===== config.mk =====
export PLATFORM = sky130hd
export DESIGN_NAME = sha3_block_packer
export DESIGN_NICKNAME = d
export VERILOG_FILES = /design/src/rtl/sha3_pkg.sv /design/src/rtl/sha3_block_packer.sv
export SDC_FILE = /design/constraint.sdc
export NUM_CORES = 1
export LEC_CHECK = 0
export CAP_MARGIN = 10
export CORE_ASPECT_RATIO = 1.4
export CORE_MARGIN = 2
export CORE_UTILIZATION = 32
export DETAILED_ROUTE_END_ITERATION = 12
export PLACE_DENSITY_LB_ADDON = 0.05
export SYNTH_ARGS = -nofsm -noshare
export SYNTH_HDL_FRONTEND = slang
export SYNTH_SLANG_ARGS = --single-unit
export TNS_END_PERCENT = 10

===== constraint.sdc =====
create_clock -name clk -period 7.3 [get_ports clk]
set_input_delay 1.46 -clock clk [delete_from_list [all_inputs] [get_ports clk]]
set_output_delay 1.46 -clock clk [all_outputs]
set_load 0.005 [all_outputs]

===== src/rtl/sha3_pkg.sv =====
// Shared definitions for the SHA3-512 input path.
//   RATE_BYTES_512 : bytes per SHA3-512 rate block
//   PAD_DOMAIN     : domain-separation byte that opens the padding
//   PAD_FINAL      : bit OR-ed into the last byte of the final block
//   state_e        : packer FSM states
package sha3_pkg;

  localparam int unsigned RATE_BYTES_512 = 72;
  localparam logic [7:0]  PAD_DOMAIN     = 8'h06;
  localparam logic [7:0]  PAD_FINAL      = 8'h80;

  typedef enum logic [1:0] {
    IDLE,
    FILL,
    PAD,
    OUT
  } state_e;

endpackage


===== src/rtl/sha3_block_packer.sv =====
// Pops message bytes from an 8-bit FIFO and packs them into SHA3-512 rate
// blocks. The final block is padded with 0x06 ... 0x80.
// Ports:
//   clk, rst          : clock, asynchronous active-low reset
//   start, msg_len    : start pulse and message length (bytes, 0 legal)
//   fifo_dout         : FIFO read data, valid one cycle after fifo_rd
//   fifo_empty        : FIFO empty flag
//   fifo_rd           : FIFO read strobe
//   block_data        : packed block, byte i at bits [8i+7:8i]
//   block_valid       : block_data holds a complete block
//   block_last        : final (padded) block, qualifies block_valid
//   block_ready       : downstream accepts the block
//   busy              : message in progress
module sha3_block_packer
  import sha3_pkg::*;
#(
  parameter int unsigned RATE_BYTES = RATE_BYTES_512,
  parameter int unsigned LEN_W      = 16
) (
  input  logic                    clk,
  input  logic                    rst,
  input  logic                    start,
  input  logic [LEN_W-1:0]        msg_len,
  input  logic [7:0]              fifo_dout,
  input  logic                    fifo_empty,
  output logic                    fifo_rd,
  output logic [8*RATE_BYTES-1:0] block_data,
  output logic                    block_valid,
  output logic                    block_last,
  input  logic                    block_ready,
  output logic                    busy
);

  localparam logic [6:0] RATE_N = 7'(RATE_BYTES);

  state_e                  state_q, state_d;
  logic [LEN_W-1:0]        len_q, len_d;
  logic [LEN_W-1:0]        rem_q, rem_d;
  logic [LEN_W-1:0]        itot_q, itot_d;
  logic [6:0]              bidx_q, bidx_d;
  logic [6:0]              iblk_q, iblk_d;
  logic                    rd_q, rd_d;
  logic                    last_q, last_d;
  logic [8*RATE_BYTES-1:0] buf_q, buf_d;

  // State register
  always_ff @(posedge clk or negedge rst) begin
    if (!rst) begin
      state_q <= IDLE;
    end else begin
      state_q <= state_d;
    end
  end

  // Next-state logic
  always_comb begin
    state_d = state_q;
    unique case (state_q)
      IDLE: begin
        if (start) state_d = FILL;
      end
      FILL: begin
        // Block full takes priority, so an exact multiple of the rate first
        // emits its data block and pads afterwards from OUT.
        if (bidx_q == RATE_N) begin
          state_d = OUT;
        end else if (rem_q == '0 && !rd_q) begin
          state_d = PAD;
        end
      end
      PAD: begin
        state_d = OUT;
      end
      OUT: begin
        if (block_ready) begin
          if (last_q)              state_d = IDLE;
          else if (rem_q != '0)    state_d = FILL;
          else                     state_d = PAD;
        end
      end
      default: state_d = IDLE;
    endcase
  end

  // Output logic
  always_comb begin
    fifo_rd     = (state_q == FILL) && !fifo_empty &&
                  (iblk_q < RATE_N) && (itot_q < len_q);
    block_valid = (state_q == OUT);
    block_last  = (state_q == OUT) && last_q;
    busy        = (state_q != IDLE);
  end

  assign block_data = buf_q;

  // Datapath next-state
  always_comb begin
    len_d  = len_q;
    rem_d  = rem_q;
    itot_d = itot_q;
    bidx_d = bidx_q;
    iblk_d = iblk_q;
    last_d = last_q;
    buf_d  = buf_q;
    rd_d   = fifo_rd;

    unique case (state_q)
      IDLE: begin
        if (start) begin
          len_d  = msg_len;
          rem_d  = msg_len;
          itot_d = '0;
          bidx_d = '0;
          iblk_d = '0;
          last_d = 1'b0;
          buf_d  = '0;
        end
      end
      FILL: begin
        if (fifo_rd) begin
          itot_d = itot_q + LEN_W'(1);
          iblk_d = iblk_q + 7'd1;
        end
        // Read data lands one cycle after the strobe.
        if (rd_q) begin
          for (int unsigned i = 0; i < RATE_BYTES; i++) begin
            if (bidx_q == 7'(i)) buf_d[8*i +: 8] = fifo_dout;
          end
          bidx_d = bidx_q + 7'd1;
          rem_d  = rem_q - LEN_W'(1);
        end
      end
      PAD: begin
        // Both ORs are applied in order, so a shared lane ends up 0x86.
        for (int unsigned i = 0; i < RATE_BYTES; i++) begin
          if (bidx_q == 7'(i)) buf_d[8*i +: 8] = buf_d[8*i +: 8] | PAD_DOMAIN;
        end
        buf_d[8*(RATE_BYTES-1) +: 8] = buf_d[8*(RATE_BYTES-1) +: 8] | PAD_FINAL;
        last_d = 1'b1;
      end
      OUT: begin
        if (block_ready && !last_q) begin
          buf_d  = '0;
          bidx_d = '0;
          iblk_d = '0;
        end
      end
      default: ;
    endcase
  end

  // Datapath registers
  always_ff @(posedge clk or negedge rst) begin
    if (!rst) begin
      len_q  <= '0;
      rem_q  <= '0;
      itot_q <= '0;
      bidx_q <= '0;
      iblk_q <= '0;
      rd_q   <= 1'b0;
      last_q <= 1'b0;
      buf_q  <= '0;
    end else begin
      len_q  <= len_d;
      rem_q  <= rem_d;
      itot_q <= itot_d;
      bidx_q <= bidx_d;
      iblk_q <= iblk_d;
      rd_q   <= rd_d;
      last_q <= last_d;
      buf_q  <= buf_d;
    end
  end

endmodule


==> results of run 1 <==
-- cell type report --
type	instances	area, um2
Clock buffer	99	2021
Tap cell	1071	1340
Fill cell	7821	46000
Timing Repair Buffer	639	6386
Multi-Input combinational cell	1618	9520
Clock inverter	18	324.1
Inverter	28	105.1
Sequential cell	642	16070
-- placed cells by master, fill, tap and decap left out, types with 4 or more instances in the layout --
cell and instances:
a2111o_1 4, a21oi_1 68, a31oi_1 17, and2_1 10
and3_1 10, buf_12 5, buf_4 26, bufinv_16 8
clkbuf_1 13, clkbuf_16 70, clkbuf_8 16, clkdlybuf4s50_1 607
dfrtp_1 642, ha_1 27, inv_1 27, inv_6 5
mux2_2 160, mux2i_1 36, nand2_1 331, nand2_2 4
nand2b_1 8, nand3_1 289, nand3b_1 4, nand4_1 10
nor2_1 40, nor2_2 4, nor2b_1 4, nor3_1 12
nor3b_1 6, o211ai_1 11, o21ai_0 473, o21ai_1 4
o22ai_1 13, o31ai_1 4, or4_1 4
-- where the power goes --
part	internal [W]	switching, W	total, W
Clock	0.00221	0.00149	0.00370
Sequential	0.00424	0.000430	0.00467
Combinational	0.00212	0.00350	0.00563
Total	0.00857	0.00542	0.0140
-- registers in the layout, summed over array words and instances, names as in the netlist --
signal	flops
bidx_q	7
iblk_q	7
block_data	576
len_q	16
last_q	1
rd_q	1
itot_q	16
state_q	2
rem_q	16
-- layer usage --
metal  global-route usage  wire length [um]
met5                    0                 0
met4              0.07317              2941
met3              0.06707              7635
met1               0.2845             40430
met2               0.4028             50300
-- worst max-delay path by stage --
stage	from	endpoint	cells after the start
6_report	fifo_empty	fifo_rd	7
4_1_cts	fifo_empty	fifo_rd	7
3_5_place_dp	fifo_empty	fifo_rd	7
5_1_grt	fifo_empty	fifo_rd	7
3_3_place_gp	fifo_empty	fifo_rd	7
2_1_floorplan	fifo_empty	fifo_rd	5
-- worst min-delay path, cell delays in order (launching register included) --
cell     delay [ps]
dfrtp_1         340
nand2_1          40
o21ai_0          60
-- logic make-up after synthesis --
kind of cell               share of synthesized area
AOI/OAI and AO/OA                             0.1274
xor gates and xnor gates                   0.0006623
adders and majority gates                    0.01324
buffers and inverters                        0.03614
DFF                                           0.6073
muxes                                        0.08173
and+or+nand+nor                               0.1335
-- metrics by stage --
stage | hold WS [ps] | cell area (um2) | power (W)
6_report | 474.8 | 35760 | 0.01399
5_1_grt | 499.7 | 35760 | 0.01486
4_1_cts | 482.7 | 35760 | 0.01421
3_5_place_dp | 469.6 | 33420 | 0.01044
3_3_place_gp | 461.9 | 33420 | 0.01034
2_1_floorplan | 464.0 | 26450 | 0.007823
==> impl_metrics.csv, run 1 <==
group,metric,value,unit
placement,place_congestion,0.8112,
sta,finalMaxSlewViolations,0,
cts,cts_tree,"built",
logic_synthesis,yosysMostFrequentCell,"dfrtp_1",
worst_setup_path,rrSetupSlack,3010,ps
floorplan,core_area,81760,um2
sta,finalSetupViolCount,0,
floorplan,die_area,85020,um2
logic_synthesis,yosysWarnings,0,
global_route,grt_pass1_vias,20810,
worst_setup_path,cp_top_family,"buffers and inverters",
cts,cts_hold_buf,0,
cts,clk_pin_slew,60,ps
routing,ant_nets,0,
worst_setup_path,reg2reg_to,"block_data[417]",
cts,insertion_delay,620,ps
logic_synthesis,async_flop_share,1.000,
floorplan,die_y,344.2,um
final_layout,fin_util,0.4374,
logic_synthesis,synth_nets,2562,
final_layout,finalNonFillerCells,4115,
logic_synthesis,synthCells,2505,
floorplan,fp-row-count,124,
placement,dp_slack,1738,ps
placement,io_buffers,608,
worst_setup_path,endpoint_kind,"primary output",
status,outcome,"finished, final reports clean",
worst_setup_path,path_buf_inv,3,
logic_synthesis,ys_ff_latch,642,
global_route,grt_pass1_wl,147.0,mm
final_layout,syn2layout_area_growth,35.18,%
sta,period_needed,5612,ps
hold_path,min_path_type,"reg2reg",
logic_synthesis,yosysSeqAreaShare,0.6073,
floorplan,initial_core_util,0.3235,
cts,root_buffer,"clkbuf_16",
hold_path,hold_depth,2,
final_layout,diodes,0,
hold_path,worstHoldStart,"block_data[397]",
logic_synthesis,synth_flop_cell,"dfrtp_1",
worst_setup_path,worstReg2RegStart,"state_q[1]",
global_route,antenna_found_initial,0,
worst_setup_path,crit_type,"in2out",
logic_synthesis,syn_area_per_cell,10.56,um2
sta,fin_crit_sh,0.7687,
logic_synthesis,yosys.cell_types.count,63,
power,p_leak,15.24,nW
cts,cts_max_level,3,
job,cap_violations,0,
cts,post_cts_resized,0,
logic_synthesis,synth-edff-count,0,
worst_setup_path,slowest_stage,"clkdlybuf4s50_1",
cts,clock_sinks,642,
sta,setup_tns,0,ps
routing,vias,20800,
sta,rsz0062_at_grt,"false",
cts,clockBufferDepth,3,
worst_setup_path,cpPeakStageDelay,570,ps
logic_synthesis,synth_area,26450,um2
floorplan,io_pins,609,
final_layout,nets,3056,
placement,dp_hpwl,70.97,mm
floorplan,die_x,247,um
routing,drtIter0Drc,1065,
power,peakVddDrop,0.3322,mV
routing,wirelength,101.3,mm
routing,drc,0,
sta,fmax,178.2,MHz
routing,viasPerCell,5.055,
global_route,track_usage,0.2349,
hold_path,hold_path_end,"block_data[397]",
worst_setup_path,cp-start-kind,"primary input",
placement,placed_cells,3998,
routing,drt-pass1-iter-count,5,
routing,avgRoutedWirePerCell,24.62,um
power,power.density,391.3,nW/um2
global_route,grt_max_degree,164,
final_layout,drive_gt1_frac,0.1087,
sta,finClkSkew,25.30,ps
sta,slew_headroom,0.2175,
cts,post-cts-setup-buffer-count,0,
logic_synthesis,ys_top_cells_by_area,"dfrtp_1 (61%), o21ai_0 (8.9%), mux2_2 (6.8%), nand3_1 (5.5%), nand2_1 (4.8%)",
logic_synthesis,ys_top_cells_by_count,"dfrtp_1 (642), o21ai_0 (473), nand2_1 (338)",
sta,hold_violations,0,
worst_setup_path,r2r_cells,8,
worst_setup_path,critPathMostFrequentCell,"clkdlybuf4s50_1",
worst_setup_path,worstPathArrival,4150,ps
cts,tritoncts.num_buffers,70,
sta,setup_ws,1688,ps
worst_setup_path,crit_fanout,19,
worst_setup_path,crit_required,5840,ps
global_route,grt-ovfl-total,0,
sta,worst_slew_pin_slew,1174,ps
logic_synthesis,synth_top_area_share,0.6073,
worst_setup_path,cp_cell_sequence,"clkdlybuf4s50_1, nor2_1, o2111ai_1, a211oi_2, nand2_1, clkinv_1, clkdlybuf4s50_1",
logic_synthesis,yosysTopAreaCell,"dfrtp_1",
No activity file was read; power rests on OpenSTA's default activity.
==> inputs of run 2 (changes only) <==
==> constraint.sdc (replaced) <==
create_clock -name clk -period 5 [get_ports clk]
set_input_delay 1 -clock clk [delete_from_list [all_inputs] [get_ports clk]]
set_output_delay 1 -clock clk [all_outputs]
set_load 0.005 [all_outputs]
==> run 2 against run 1 <==
  * Final area grew 0.64%
  * Sequential share of layout area is 0.29 points lower
  * Clock skew fell by 5.5 ps
  * Clock-buffer cell count unchanged
  * Worst setup slack worse by 720 ps
  * Global-route usage increased by 0.11 points
  * Utilization increased by 0.28 points
  * Routed wire length grew 0.29%
  * Register-to-register slack got worse by 1600 ps
  * Clock power rose by 46%
  * First-iteration DRC count fell by 5.4%
  * Combinational power increased by 48%
  * Critical endpoint unchanged
  * Largest power group unchanged
==> impl_metrics.csv, run 2 (synthesized netlist as in run 1, its figures left out) <==
group,metric,value,unit
status,outcome,"finished, final reports clean",
global_route,grt_pass1_vias,21030,
sta,rsz0062_at_grt,"false",
final_layout,drive_gt1_frac,0.1148,
placement,dp_hpwl,72.16,mm
floorplan,die_y,344.2,um
sta,slew_headroom,0.1688,
routing,ant_nets,0,
power,p_leak,15.38,nW
sta,setup_ws,971.3,ps
worst_setup_path,cp-start-kind,"register",
floorplan,die_area,85020,um2
sta,hold_violations,0,
floorplan,fp-row-count,124,
global_route,track_usage,0.2361,
cts,cts_max_level,3,
sta,fin_crit_sh,0.8057,
sta,period_needed,4029,ps
worst_setup_path,crit_fanout,6,
floorplan,io_pins,609,
worst_setup_path,crit_type,"reg2out",
cts,clockBufferDepth,3,
routing,viasPerCell,5.076,
cts,tritoncts.num_buffers,68,
placement,dp_slack,719.0,ps
cts,insertion_delay,620,ps
final_layout,nets,3072,
sta,fmax,248.2,MHz
routing,drt-pass1-iter-count,5,
floorplan,core_area,81760,um2
cts,clk_pin_slew,60,ps
routing,drc,0,
routing,drtIter0Drc,1007,
placement,place_congestion,0.8238,
routing,avgRoutedWirePerCell,24.55,um
sta,finalSetupViolCount,0,
cts,root_buffer,"clkbuf_16",
worst_setup_path,crit_required,4000,ps
sta,finClkSkew,19.81,ps
cts,post_cts_resized,0,
cts,cts_tree,"built",
final_layout,mostFrequentLayoutCells,"dfrtp_1 (642), clkdlybuf4s50_1 (607), o21ai_0 (473)",
final_layout,largest_reg_flops,576,
placement,io_buffers,608,
worst_setup_path,endpoint_kind,"primary output",
job,cap_violations,0,
final_layout,mostFrequentLayoutCell,"dfrtp_1",
worst_setup_path,worstPathArrival,3030,ps
global_route,grt_max_degree,112,
floorplan,initial_core_util,0.3235,
sta,setup_tns,0,ps
cts,clock_sinks,642,
routing,vias,21010,
sta,worst_slew_pin_slew,1240,ps
final_layout,syn2layout_area_growth,36.05,%
routing,wirelength,101.6,mm
cts,cts_hold_buf,0,
sta,finalMaxSlewViolations,0,
power,peakVddDrop,0.5346,mV
hold_path,min_path_type,"in2async",
global_route,grt_pass1_wl,146.9,mm
power,power.density,571.6,nW/um2
global_route,antenna_found_initial,1,
floorplan,die_x,247,um
global_route,grt-ovfl-total,0,
cts,post-cts-setup-buffer-count,0,
-- run 2: cell count changes in the layout (fill, tap and decap cells not counted), sizes merged --
cell / delta
clkinv: +8
diode: +1
inv: -4
buf: +18
-- run 2: area by class of cell --
class / count / area, um2
diodes: 1 / 2.502
clock buffers: 99 / 2011
clock inverters: 22 / 351.6
fillers: 7695 / 45770
inverters: 28 / 105.1
multi-input cells: 1618 / 9520
flip-flops and latches: 642 / 16070
well taps: 1071 / 1340
repair buffers: 657 / 6596
-- run 2: final timing paths --
path | slack, ps | depth (start not counted) | from | to
max | 970 | 7 | iblk_q[3] | fifo_rd
min | 390 | 1 | rst | block_data[245]
max reg2reg | 1410 | 8 | state_q[0] | block_data[500]
min reg2reg | 480 | 2 | block_data[575] | block_data[575]
max in group asynchronous | 3360 | 2 | rst | block_data[529]
min in group clk | 480 | 2 | block_data[575] | block_data[575]
-- run 2: report_power, final --
| group | leakage, nW | internal (W) | total [W] | switching (W) |
|---|---|---|---|---|
| clock network | 1.16 | 0.00322 | 0.00539 | 0.00218 |
| registers | 8.68 | 0.00619 | 0.00682 | 0.000632 |
| logic | 5.53 | 0.00318 | 0.00836 | 0.00518 |
-- run 2: through the flow --
step             util  std cells  hold slack (ps)  instance area, um2  total power (W)
5_1_grt        0.4402       4138            445.8               35990          0.02188
4_1_cts        0.4402       4137            425.3               35990          0.02085
6_report       0.4402       4138            391.5               35990          0.02057
3_3_place_gp   0.4113       4016            460.9               33630          0.01522
2_1_floorplan       -       2505            464.0               26450          0.01142
3_5_place_dp   0.4113       4016            468.7               33630          0.01537
-- run 2: worst max-delay path, stage by stage, from the launching register on --
cell	delay, ps
dfrtp_1	440
o31ai_1	560
o2111ai_1	360
a211oi_2	230
buf_4	170
nand2_1	80
clkinv_1	80
clkdlybuf4s50_1	500
-- run 2: per-layer routing --
metal	up-vias	global-route usage	wire length, um
met1	10470	0.2813	40180
met4	0	0.08923	3767
met2	635	0.3978	49740
met3	140	0.07392	7911
li1	9765	-	-
met5	-	0	0
